--- config.mk ---
export PLATFORM = sky130hd
export DESIGN_NAME = beep_sched
export DESIGN_NICKNAME = d
export VERILOG_FILES = /design/src/rtl/beep_pkg.sv /design/src/rtl/beep_phase_timer.sv /design/src/rtl/beep_sched.sv
export SDC_FILE = /design/constraint.sdc
export NUM_CORES = 1
export LEC_CHECK = 0
export CAP_MARGIN = 0
export CORE_ASPECT_RATIO = 1.2
export CORE_MARGIN = 2
export CORE_UTILIZATION = 60
export CTS_CLUSTER_SIZE = 30
export DETAILED_ROUTE_END_ITERATION = 6
export PLACE_DENSITY = 0.87
export SLEW_MARGIN = 20
export SYNTH_ARGS = -nofsm -noshare
export SYNTH_HDL_FRONTEND = slang
export SYNTH_HIERARCHICAL = 1
export SYNTH_SLANG_ARGS = --single-unit
--- constraint.sdc ---
create_clock -name clk -period 6.1 [get_ports clk]
set_input_delay 1.22 -clock clk [delete_from_list [all_inputs] [get_ports clk]]
set_output_delay 1.22 -clock clk [all_outputs]
set_load 0.005 [all_outputs]
--- src/rtl/beep_pkg.sv ---
// Shared types and constants for the alarm-beep scheduler.
package beep_pkg;

  typedef enum logic [1:0] {
    ST_IDLE = 2'd0,
    ST_ON   = 2'd1,
    ST_OFF  = 2'd2,
    ST_GAP  = 2'd3
  } beep_st_t;

  localparam int REQ_OT  = 0;
  localparam int REQ_UT  = 1;
  localparam int REQ_KEY = 2;
  localparam int NREQ    = 3;
  localparam int MS_W    = 10;

  // Fixed priority: lowest set index wins.
  function automatic logic [1:0] first_set(input logic [NREQ-1:0] v);
    if (v[REQ_OT])      return 2'(REQ_OT);
    else if (v[REQ_UT]) return 2'(REQ_UT);
    else                return 2'(REQ_KEY);
  endfunction

endpackage

--- src/rtl/beep_phase_timer.sv ---
// Millisecond phase timer: prescaler plus ms counter, cleared on start.
module beep_phase_timer import beep_pkg::*; #(
  parameter int MS_DIV = 50_000
) (
  input  logic            clk,
  input  logic            rst_n,
  input  logic            start,
  input  logic [MS_W-1:0] len_ms,
  output logic            expire
);

  localparam int             PRE_W   = (MS_DIV > 1) ? $clog2(MS_DIV) : 1;
  localparam logic [PRE_W-1:0] PRE_MAX = PRE_W'(MS_DIV - 1);

  logic [PRE_W-1:0] pre_q, pre_d;
  logic [MS_W-1:0]  ms_q, ms_d;

  always_comb begin
    pre_d = pre_q + 1'b1;
    ms_d  = ms_q;
    if (start) begin
      pre_d = '0;
      ms_d  = '0;
    end else if (pre_q == PRE_MAX) begin
      pre_d = '0;
      ms_d  = ms_q + 1'b1;
    end
  end

  always_ff @(posedge clk or negedge rst_n) begin
    if (!rst_n) begin
      pre_q <= '0;
      ms_q  <= '0;
    end else begin
      pre_q <= pre_d;
      ms_q  <= ms_d;
    end
  end

  assign expire = (pre_q == PRE_MAX) && (ms_q == len_ms - 1'b1);

endmodule

--- src/rtl/beep_sched.sv ---
// Alarm-beep scheduler: pending latch, fixed-priority arbiter and burst FSM.
module beep_sched import beep_pkg::*; #(
  parameter int CLK_PRE = 50_000_000,
  parameter int MS_DIV  = CLK_PRE / 1000,
  parameter int ON0_MS  = 200,
  parameter int OFF0_MS = 200,
  parameter int CNT0    = 3,
  parameter int ON1_MS  = 100,
  parameter int OFF1_MS = 100,
  parameter int CNT1    = 2,
  parameter int ON2_MS  = 50,
  parameter int OFF2_MS = 50,
  parameter int CNT2    = 1,
  parameter int GAP_MS  = 100
) (
  input  logic            clk,
  input  logic            rst_n,
  input  logic [NREQ-1:0] req,
  input  logic            mute,
  input  logic            clr,
  output logic            beep_en,
  output logic [NREQ-1:0] grant,
  output logic            busy,
  output logic            done
);

  localparam logic [MS_W-1:0] ON_TAB  [NREQ] = '{MS_W'(ON0_MS),  MS_W'(ON1_MS),  MS_W'(ON2_MS)};
  localparam logic [MS_W-1:0] OFF_TAB [NREQ] = '{MS_W'(OFF0_MS), MS_W'(OFF1_MS), MS_W'(OFF2_MS)};
  localparam logic [3:0]      CNT_TAB [NREQ] = '{4'(CNT0), 4'(CNT1), 4'(CNT2)};
  localparam logic [MS_W-1:0] GAP_LEN        = MS_W'(GAP_MS);

  beep_st_t        state_q, state_d;
  logic [NREQ-1:0] pend_q, pend_d, take, grant_q, grant_d;
  logic [MS_W-1:0] on_q, on_d, off_q, off_d, len_ms;
  logic [3:0]      cnt_q, cnt_d, burst_q, burst_d;
  logic            beep_en_q, beep_en_d, busy_q, busy_d, done_q, done_d;
  logic [1:0]      idx;
  logic            expire, start;

  assign idx = first_set(pend_q);

  always_comb begin
    case (state_q)
      ST_ON:   len_ms = on_q;
      ST_OFF:  len_ms = off_q;
      default: len_ms = GAP_LEN;
    endcase
  end

  // Counters restart on every state entry; holding them cleared while idle keeps ON aligned.
  assign start = clr | (state_d != state_q) | (state_q == ST_IDLE);

  beep_phase_timer #(.MS_DIV(MS_DIV)) u_timer (
    .clk    (clk),
    .rst_n  (rst_n),
    .start  (start),
    .len_ms (len_ms),
    .expire (expire)
  );

  always_comb begin
    state_d = state_q;
    grant_d = grant_q;
    on_d    = on_q;
    off_d   = off_q;
    cnt_d   = cnt_q;
    burst_d = burst_q;
    take    = '0;
    done_d  = 1'b0;
    case (state_q)
      ST_IDLE: if (|pend_q) begin
        take[idx] = 1'b1;
        grant_d   = NREQ'(1) << idx;
        on_d      = ON_TAB[idx];
        off_d     = OFF_TAB[idx];
        cnt_d     = CNT_TAB[idx];
        burst_d   = '0;
        state_d   = ST_ON;
      end
      ST_ON: if (expire) begin
        if (burst_q == cnt_q - 4'd1) begin
          state_d = ST_GAP;
          done_d  = 1'b1;
        end else begin
          state_d = ST_OFF;
        end
      end
      ST_OFF: if (expire) begin
        burst_d = burst_q + 4'd1;
        state_d = ST_ON;
      end
      ST_GAP: if (expire) begin
        grant_d = '0;
        state_d = ST_IDLE;
      end
      default: state_d = ST_IDLE;
    endcase
    // A new request wins over the arbitration clear of the same bit.
    pend_d = (pend_q & ~take) | req;
    if (clr) begin
      state_d = ST_IDLE;
      pend_d  = '0;
      grant_d = '0;
      burst_d = '0;
      done_d  = 1'b0;
    end
    beep_en_d = (state_d == ST_ON) & ~mute;
    busy_d    = (state_d != ST_IDLE);
  end

  always_ff @(posedge clk or negedge rst_n) begin
    if (!rst_n) begin
      state_q   <= ST_IDLE;
      pend_q    <= '0;
      grant_q   <= '0;
      on_q      <= '0;
      off_q     <= '0;
      cnt_q     <= '0;
      burst_q   <= '0;
      beep_en_q <= 1'b0;
      busy_q    <= 1'b0;
      done_q    <= 1'b0;
    end else begin
      state_q   <= state_d;
      pend_q    <= pend_d;
      grant_q   <= grant_d;
      on_q      <= on_d;
      off_q     <= off_d;
      cnt_q     <= cnt_d;
      burst_q   <= burst_d;
      beep_en_q <= beep_en_d;
      busy_q    <= busy_d;
      done_q    <= done_d;
    end
  end

  assign beep_en = beep_en_q;
  assign grant   = grant_q;
  assign busy    = busy_q;
  assign done    = done_q;

endmodule

* Word-level counts from Yosys, hierarchy flattened
Cells that the tools add are included.
** Storage, ports and cells
- Latch bits :: 0
- Register bits after elaboration :: 55
- Bits of input ports :: 7
- Bits in writable memories :: 0
- ROM bits :: 0
- Memories :: 0
- Logic and storage cells :: 88
- Output and inout port bits :: 6
** Operators by class
- Shifts and indexed selects :: 1
- Eq/ne operators :: 11
- Multiply operators :: 0
- Reduce and logical (&&, ||, !) cells :: 12
- Divide/modulo/power cells :: 0
- Bitwise gates (word level) :: 8
- $lt $le $gt $ge :: 3
- Muxes and demuxes :: 37
- Add/subtract/negate cells :: 5
** Operator list (number)
- 10-bit two-way mux :: 5
- 16-bit two-way mux :: 2
- 10-bit binary-select mux with 2-bit select :: 1
- 4-bit two-way mux :: 5
- 3-bit two-way mux :: 6
- 16-bit by 1-bit adder with 16-bit output, second input constant :: 1
- 16-bit equality test, second input constant :: 1
- 2-bit two-way mux :: 7
- 10-bit by 1-bit adder with 10-bit output, second input constant :: 1
- 10-bit equality test :: 1
- 10-bit by 1-bit subtractor with 10-bit output, second input constant :: 1
- 4-bit binary-select mux with 2-bit select :: 1
- 2-bit one-hot mux with 4 select lines :: 1
- 4-bit one-hot mux with 2 select lines :: 1
- 1-bit two-way mux :: 6
- 3-bit inequality test, second input constant :: 2
- 3-bit one-hot mux with 2 select lines :: 1
- 3-bit AND reduction :: 2
- 3-bit nonzero test :: 2
- 4-bit by 1-bit adder with 4-bit output, second input constant :: 1
- 2-bit by 1-bit equality test with 1-bit output, second input constant :: 2
- 2-bit equality test, second input constant :: 2
- 4-bit equality test :: 1
- 2-bit nonzero test :: 2
- 20 further kinds :: 22

* Depth between registers and ports, before layout
- Word-level depth :: 13
- Mapped depth :: 18

* By module
The synthesis kept the hierarchy.
** Modules (own cells, without submodules)
- beep_phase_timer :: area an instance 1667.8 µm², cells each 185, seq. area each 650.6 µm², times used 1
- beep_sched :: area an instance 1148.6 µm², cells each 120, seq. area each 525.5 µm², times used 1

* Least setup slack after synthesis
No wires, ideal clock.
- Path type :: flip-flop to flip-flop
- Start point :: register state_q[0]
- End point :: register u_timer.pre_q[10]
- Data required time :: 5.968 ns
- Cell stages (with the launch flop) :: 19
- Buffers on the path :: 2
- Setup slack :: 1.704 ns
- Data arrival time :: 4.264 ns
- Cell sequence :: dfrtp_1 inv_1 ha_1 and2_1 inv_1 ha_1 nor4b_1 nand3_1 a22oi_1 o22ai_1 nor3_1 nand2b_1 a2111oi_0 o22ai_1 mux2i_1 or2_2 clkbuf_1 clkbuf_1 nor2_1
** On the way
- Word-level cells in the longest chain between the ends :: 13
- Elaborated cells on any way between the ends :: 19
- Classes of those cells :: add/sub (1); eq/ne (5); mux (8); bitwise (2); reduce/logical (3)
** Ends and longest elaborated chain
- start, declared :: line beep_sched.sv:32 : beep_st_t state_q, state_d;
- start signal, assigned :: line beep_sched.sv:124 : state_q <= state_d;
- 2-bit equality test / 2-bit by 1-bit equality test with 1-bit output (equally long branches) :: line beep_sched.sv:43 : case (state_q)
- 2-bit OR reduction (no source line) (*)
- 10-bit two-way mux (*)
- named net len_ms[1] :: line beep_sched.sv:34 : logic [MS_W-1:0] on_q, on_d, off_q, off_d, len_ms;
- 10-bit by 1-bit subtractor with 10-bit output (*) :: line beep_phase_timer.sv:40 : assign expire = (pre_q == PRE_MAX) && (ms_q == len_ms - 1'b1);
- 10-bit equality test (*) :: line beep_phase_timer.sv:40
- 1-bit logical AND (*) :: line beep_phase_timer.sv:40
- named net expire :: line beep_sched.sv:38 : logic expire, start;
- 2-bit two-way mux, on equally long branches :: line beep_sched.sv:92, beep_sched.sv:80, beep_sched.sv:88
- 2-bit one-hot mux with 4 select lines (*) :: line beep_sched.sv:70 : case (state_q)
- 2-bit two-way mux (*) :: line beep_sched.sv:100 : if (clr) begin
- 2-bit inequality test (*) :: line beep_sched.sv:51 : assign start = clr | (state_d != state_q) | (state_q == ST_IDLE);
- 1-bit bitwise OR (*) (2 in a row) :: line beep_sched.sv:51
- named net start :: line beep_sched.sv:38
- 16-bit two-way mux (*) :: line beep_phase_timer.sv:21 : if (start) begin
- named net u_timer.pre_d[10] :: line beep_phase_timer.sv:15 : logic [PRE_W-1:0] pre_q, pre_d;
- end signal, assigned :: line beep_phase_timer.sv:35 : pre_q <= pre_d;
- end, declared :: line beep_phase_timer.sv:15
Mark *: on every way through the listed nets, which the timed path passes. The rest lies on a longest branch.
A chain may end at the register's enable or synchronous reset.

* Worst setup path in the final report
- Start point :: register state_q[0]
- End point :: register u_timer.ms_q[7]
** On the way
- Word-level cells in the longest chain between the ends :: 13
- Elaborated cells on any way between the ends :: 20
- Classes of those cells :: add/sub (1); eq/ne (5); mux (8); bitwise (2); reduce/logical (4)
** Ends and longest elaborated chain
- 2-bit equality test / 2-bit by 1-bit equality test with 1-bit output (equally long branches) :: line beep_sched.sv:43
- 2-bit OR reduction (no source line) (*)
- 10-bit two-way mux (*)
- named net len_ms[1] :: line beep_sched.sv:34
- 10-bit by 1-bit subtractor with 10-bit output (*) :: line beep_phase_timer.sv:40
- 10-bit equality test (*) :: line beep_phase_timer.sv:40
- 1-bit logical AND (*) :: line beep_phase_timer.sv:40
- named net expire :: line beep_sched.sv:38
- 2-bit two-way mux, on equally long branches :: line beep_sched.sv:92, beep_sched.sv:80, beep_sched.sv:88
- 2-bit one-hot mux with 4 select lines (*) :: line beep_sched.sv:70
- 2-bit two-way mux (*) :: line beep_sched.sv:100
- 2-bit inequality test (*) :: line beep_sched.sv:51
- 1-bit bitwise OR (*) (2 in a row) :: line beep_sched.sv:51
- named net start :: line beep_sched.sv:38
- 10-bit two-way mux / 2-bit nonzero test (equally long branches)
- end signal, assigned :: line beep_phase_timer.sv:36 : ms_q <= ms_d;
- end, declared :: line beep_phase_timer.sv:16 : logic [MS_W-1:0] ms_q, ms_d;
Marks and branches as above.

==> impl_metrics.env <==
export IMPL_hold_buffers=0
export IMPL_cts_path_max_buffers=2
export IMPL_maxCapViolCount=0
export IMPL_swShare=0.2741
export IMPL_synth_async_reset_ratio=1.000
export IMPL_drtPass1Iterations=4
export IMPL_io_buffers=12
export IMPL_gp_congestion=0.9664
export IMPL_total_leakage_power_nw=1.279
export IMPL_hold_viol=0
export IMPL_worst_pin_slew_ps=827.1
export IMPL_clkLatencyLatePin_ps=300
export IMPL_grt_max_degree=48
export IMPL_yosys_area_top_type="dfrtp_1"
export IMPL_cts_buffers=5
export IMPL_netlist_instances=305
export IMPL_critPathRequiredTime_ps=6340
export IMPL_drc_errors=0
export IMPL_area_delta_synth_final_pct=8.885
export IMPL_min_period_ps=5137
export IMPL_dp_hpwl_um=3748
export IMPL_synthTopCellsByArea="dfrtp_1, xnor2_1, nor2_1, ha_1, nand2_1"
export IMPL_critPathLaunchType="flip-flop"
export IMPL_internal_power_w=0.0004539
export IMPL_final_antenna_net_count=0
export IMPL_initialDrtViolationCount=127
export IMPL_vias_per_cell=5.728
export IMPL_synth_seq_cells=47
export IMPL_grt_pass1_vias=2162
export IMPL_max_vdd_ir_drop_uv=180.3
export IMPL_post_cts_buffers=0
export IMPL_die_area_mm2=0.005260
export IMPL_ys_seq_area_frac=0.4176
export IMPL_path_max_fanout=14
export IMPL_fp_dieH_um=79.05
export IMPL_clock_sinks=47
export IMPL_n_antenna_cell=0
export IMPL_period_share=0.8421
export IMPL_num_vias=2171
export IMPL_root_buffer="clkbuf_8"
export IMPL_pin_count=13
export IMPL_cts_resized=0
export IMPL_worst_ep_arrival_time_ps=5370
export IMPL_dp_cells=371
export IMPL_syn_avg_cell_area_um2=9.234
export IMPL_yosysTopAreaCellShare=0.4176
export IMPL_antenna_found_initial=0
export IMPL_wl_per_cell_um=14.13
export IMPL_r2r_setup_slack_ps=960
export IMPL_drive_gt1_frac=0.08411
export IMPL_placementRows=27
export IMPL_cts_clk_slew_worst_paths_ps=80
export IMPL_clkPwrFrac=0.283
export IMPL_rsz0062_at_grt="no"
export IMPL_synthFlopType="dfrtp_1"
export IMPL_p_per_area_mw_per_mm2=203.9
export IMPL_end_kind="flip-flop"
export IMPL_p_comb_frac=0.177
export IMPL_p_seq_frac=0.540
export IMPL_clock_skew_ps=7.398
export IMPL_fin_tns_setup_ps=0
export IMPL_synth_edf_count=0
export IMPL_routed_wl_um=5355
export IMPL_fillers=369
export IMPL_synth_cell_area_mm2=0.002816
export IMPL_grt_usage=0.2359
export IMPL_htreeDepth=2
export IMPL_fmax_mhz=194.7
export IMPL_start_util=0.6176
export IMPL_synth_warnings=6
export IMPL_holdCritPathClass="reg2reg"
export IMPL_maxSlewViolCount=0
export IMPL_gr_total_overflow=0
export IMPL_status="completed"
export IMPL_p_switching_w=0.0001714
export IMPL_ys_types=61
export IMPL_final_cells=379
export IMPL_grt_first_pass_wirelength_um=9549
export IMPL_cts_tree="built"
export IMPL_worstSetupPathType="reg2reg"
export IMPL_die_w_um=66.55
export IMPL_fin_nets=336
export IMPL_coreArea_mm2=0.004561
export IMPL_max_slew_margin_rel=0.4408
export IMPL_final_setup_viol_count=0
cell type report:
cell class              instances  area [um2]  area share
clock inverters                 1       5.005    0.001632
inverters                      14       52.55     0.01714
flip-flops and latches         47        1176      0.3835
well taps                      58       72.57     0.02366
clock buffers                   7       76.32     0.02489
multi-input cells             239        1559      0.5084
repair buffers                 13       125.1     0.04080
state kept, by name (all words and copies together), names as in the netlist:
name / flops
beep_en: 1
done: 1
u_timer/pre_q: 16
burst_q: 4
cnt_q: 1
state_q: 2
busy: 1
u_timer/ms_q: 10
pend_q: 3
off_q: 5
grant: 3
final timing paths:
check / cells past startpoint / end / start
max: 17 / u_timer/ms_q[7]$_DFFE_PN0P_ / state_q[0]$_DFF_PN0_
min: 1 / u_timer/pre_q[0]$_DFF_PN0_ / u_timer/pre_q[0]$_DFF_PN0_
max reg2reg: 17 / u_timer/ms_q[7]$_DFFE_PN0P_ / state_q[0]$_DFF_PN0_
min reg2reg: 1 / u_timer/pre_q[0]$_DFF_PN0_ / u_timer/pre_q[0]$_DFF_PN0_
max in group asynchronous: 1 / u_timer/pre_q[13]$_DFF_PN0_ / rst_n
min in group asynchronous: 1 / cnt_q[0]$_DFFE_PN0P_ / rst_n
stage by stage:
| stage | worst slack [ps] | total power [W] | hold slack (ps) | utilization | instance area, um2 |
|---|---|---|---|---|---|
| after CTS | 1022 | 0.0006287 | 472.9 | 0.6719 | 3064 |
| after detailed placement | 1057 | 0.0004530 | 461.6 | 0.6540 | 2983 |
| after global placement | 1308 | 0.0004501 | 440.0 | 0.6540 | 2983 |
| after global routing | 514.1 | 0.0006589 | 500.8 | 0.6724 | 3067 |
| after floorplan | 1704 | 0.0004187 | 425.1 | - | 2843 |
| final | 963.2 | 0.0006253 | 468.6 | 0.6724 | 3067 |
cells in the mapped netlist (2+ instances only):
cell type and instances:
nand4_1 7, nand2b_1 9, mux2i_1 2, nor3_1 11, nor4_1 2, a22o_1 3
o21ai_0 14, buf_2 2, and4b_1 2, nor4b_2 2, a21oi_2 2, o31ai_1 2
a21oi_1 9, nor2b_1 3, inv_1 14, nand3_1 7, and3_1 5, dfrtp_1 47
xnor2_1 22, xor2_1 10, and2_1 4, a22oi_1 2, or4_2 2, or2_2 4
a31oi_1 2, ha_1 9, clkbuf_1 8, o22ai_1 2, nand2_1 24, or3_1 5
nor2_1 37, nand3b_1 2
layer usage:
layer  part of all wire  vias up  global-route usage
li1                   -     1092                   -
met1               0.44     1030              0.2942
met2               0.51       42              0.3960
met3              0.039        7             0.05241
met4              0.016        0             0.08980
met5                  0        -                   0
cell usage in the layout, fill, tap and decap left out, drive strengths merged, types with 2 or more instances in the layout:
cell	Yosys	layout
clkbuf	8	7
ha	9	9
nor2b	3	3
nor4b	3	3
xor2	10	10
a22o	3	3
or4	3	3
buf	4	2
a31oi	3	3
nand2	24	24
dfrtp	47	47
inv	14	14
nand3b	2	2
o22ai	2	2
conb	1	8
and2	4	4
and4b	2	2
o31ai	2	2
a21oi	11	11
and3	6	6
mux2	2	2
nor4	2	2
xnor2	22	22
or2	5	5
nor3	11	11
or3	5	5
nor2	37	37
clkdlybuf4s50	0	11
mux2i	2	2
nand3	7	7
nand4	8	8
a22oi	2	2
nand2b	9	9
o21ai	14	14
and4	2	2
power by group through the flow:
stage	Combinational, W	Sequential, W	Clock [W]
CTS	0.000110	0.000338	0.000181
finish	0.000111	0.000338	0.000177
detailed placement	0.000109	0.000344	0
global placement	0.000107	0.000343	0
floorplan	0.0000800	0.000339	0
global route	0.000124	0.000340	0.000195
cells by family after synthesis:
kind of cell / after synthesis / synth area share
compound gates: 50 / 0.1213
xor+xnor: 32 / 0.09951
fa+ha+maj: 9 / 0.03998
buf+inv: 26 / 0.03820
flops: 47 / 0.4176
mux: 4 / 0.01510
other cells: 1 / 0.001331
simple gates: 136 / 0.2670
critical path, cell delays in order (launching register included):
cell	delay, ps
dfrtp_1	450
inv_1	110
ha_1	350
and2_1	240
inv_1	80
ha_1	250
nor4b_1	710
nand3_1	140
a22oi_1	190
o22ai_1	110
nor3_1	610
nor2_1	90
a2111oi_0	400
o22ai_1	240
mux2i_1	170
buf_4	200
or4_2	640
nand2_1	90
No activity file was read; power rests on OpenSTA's default activity.
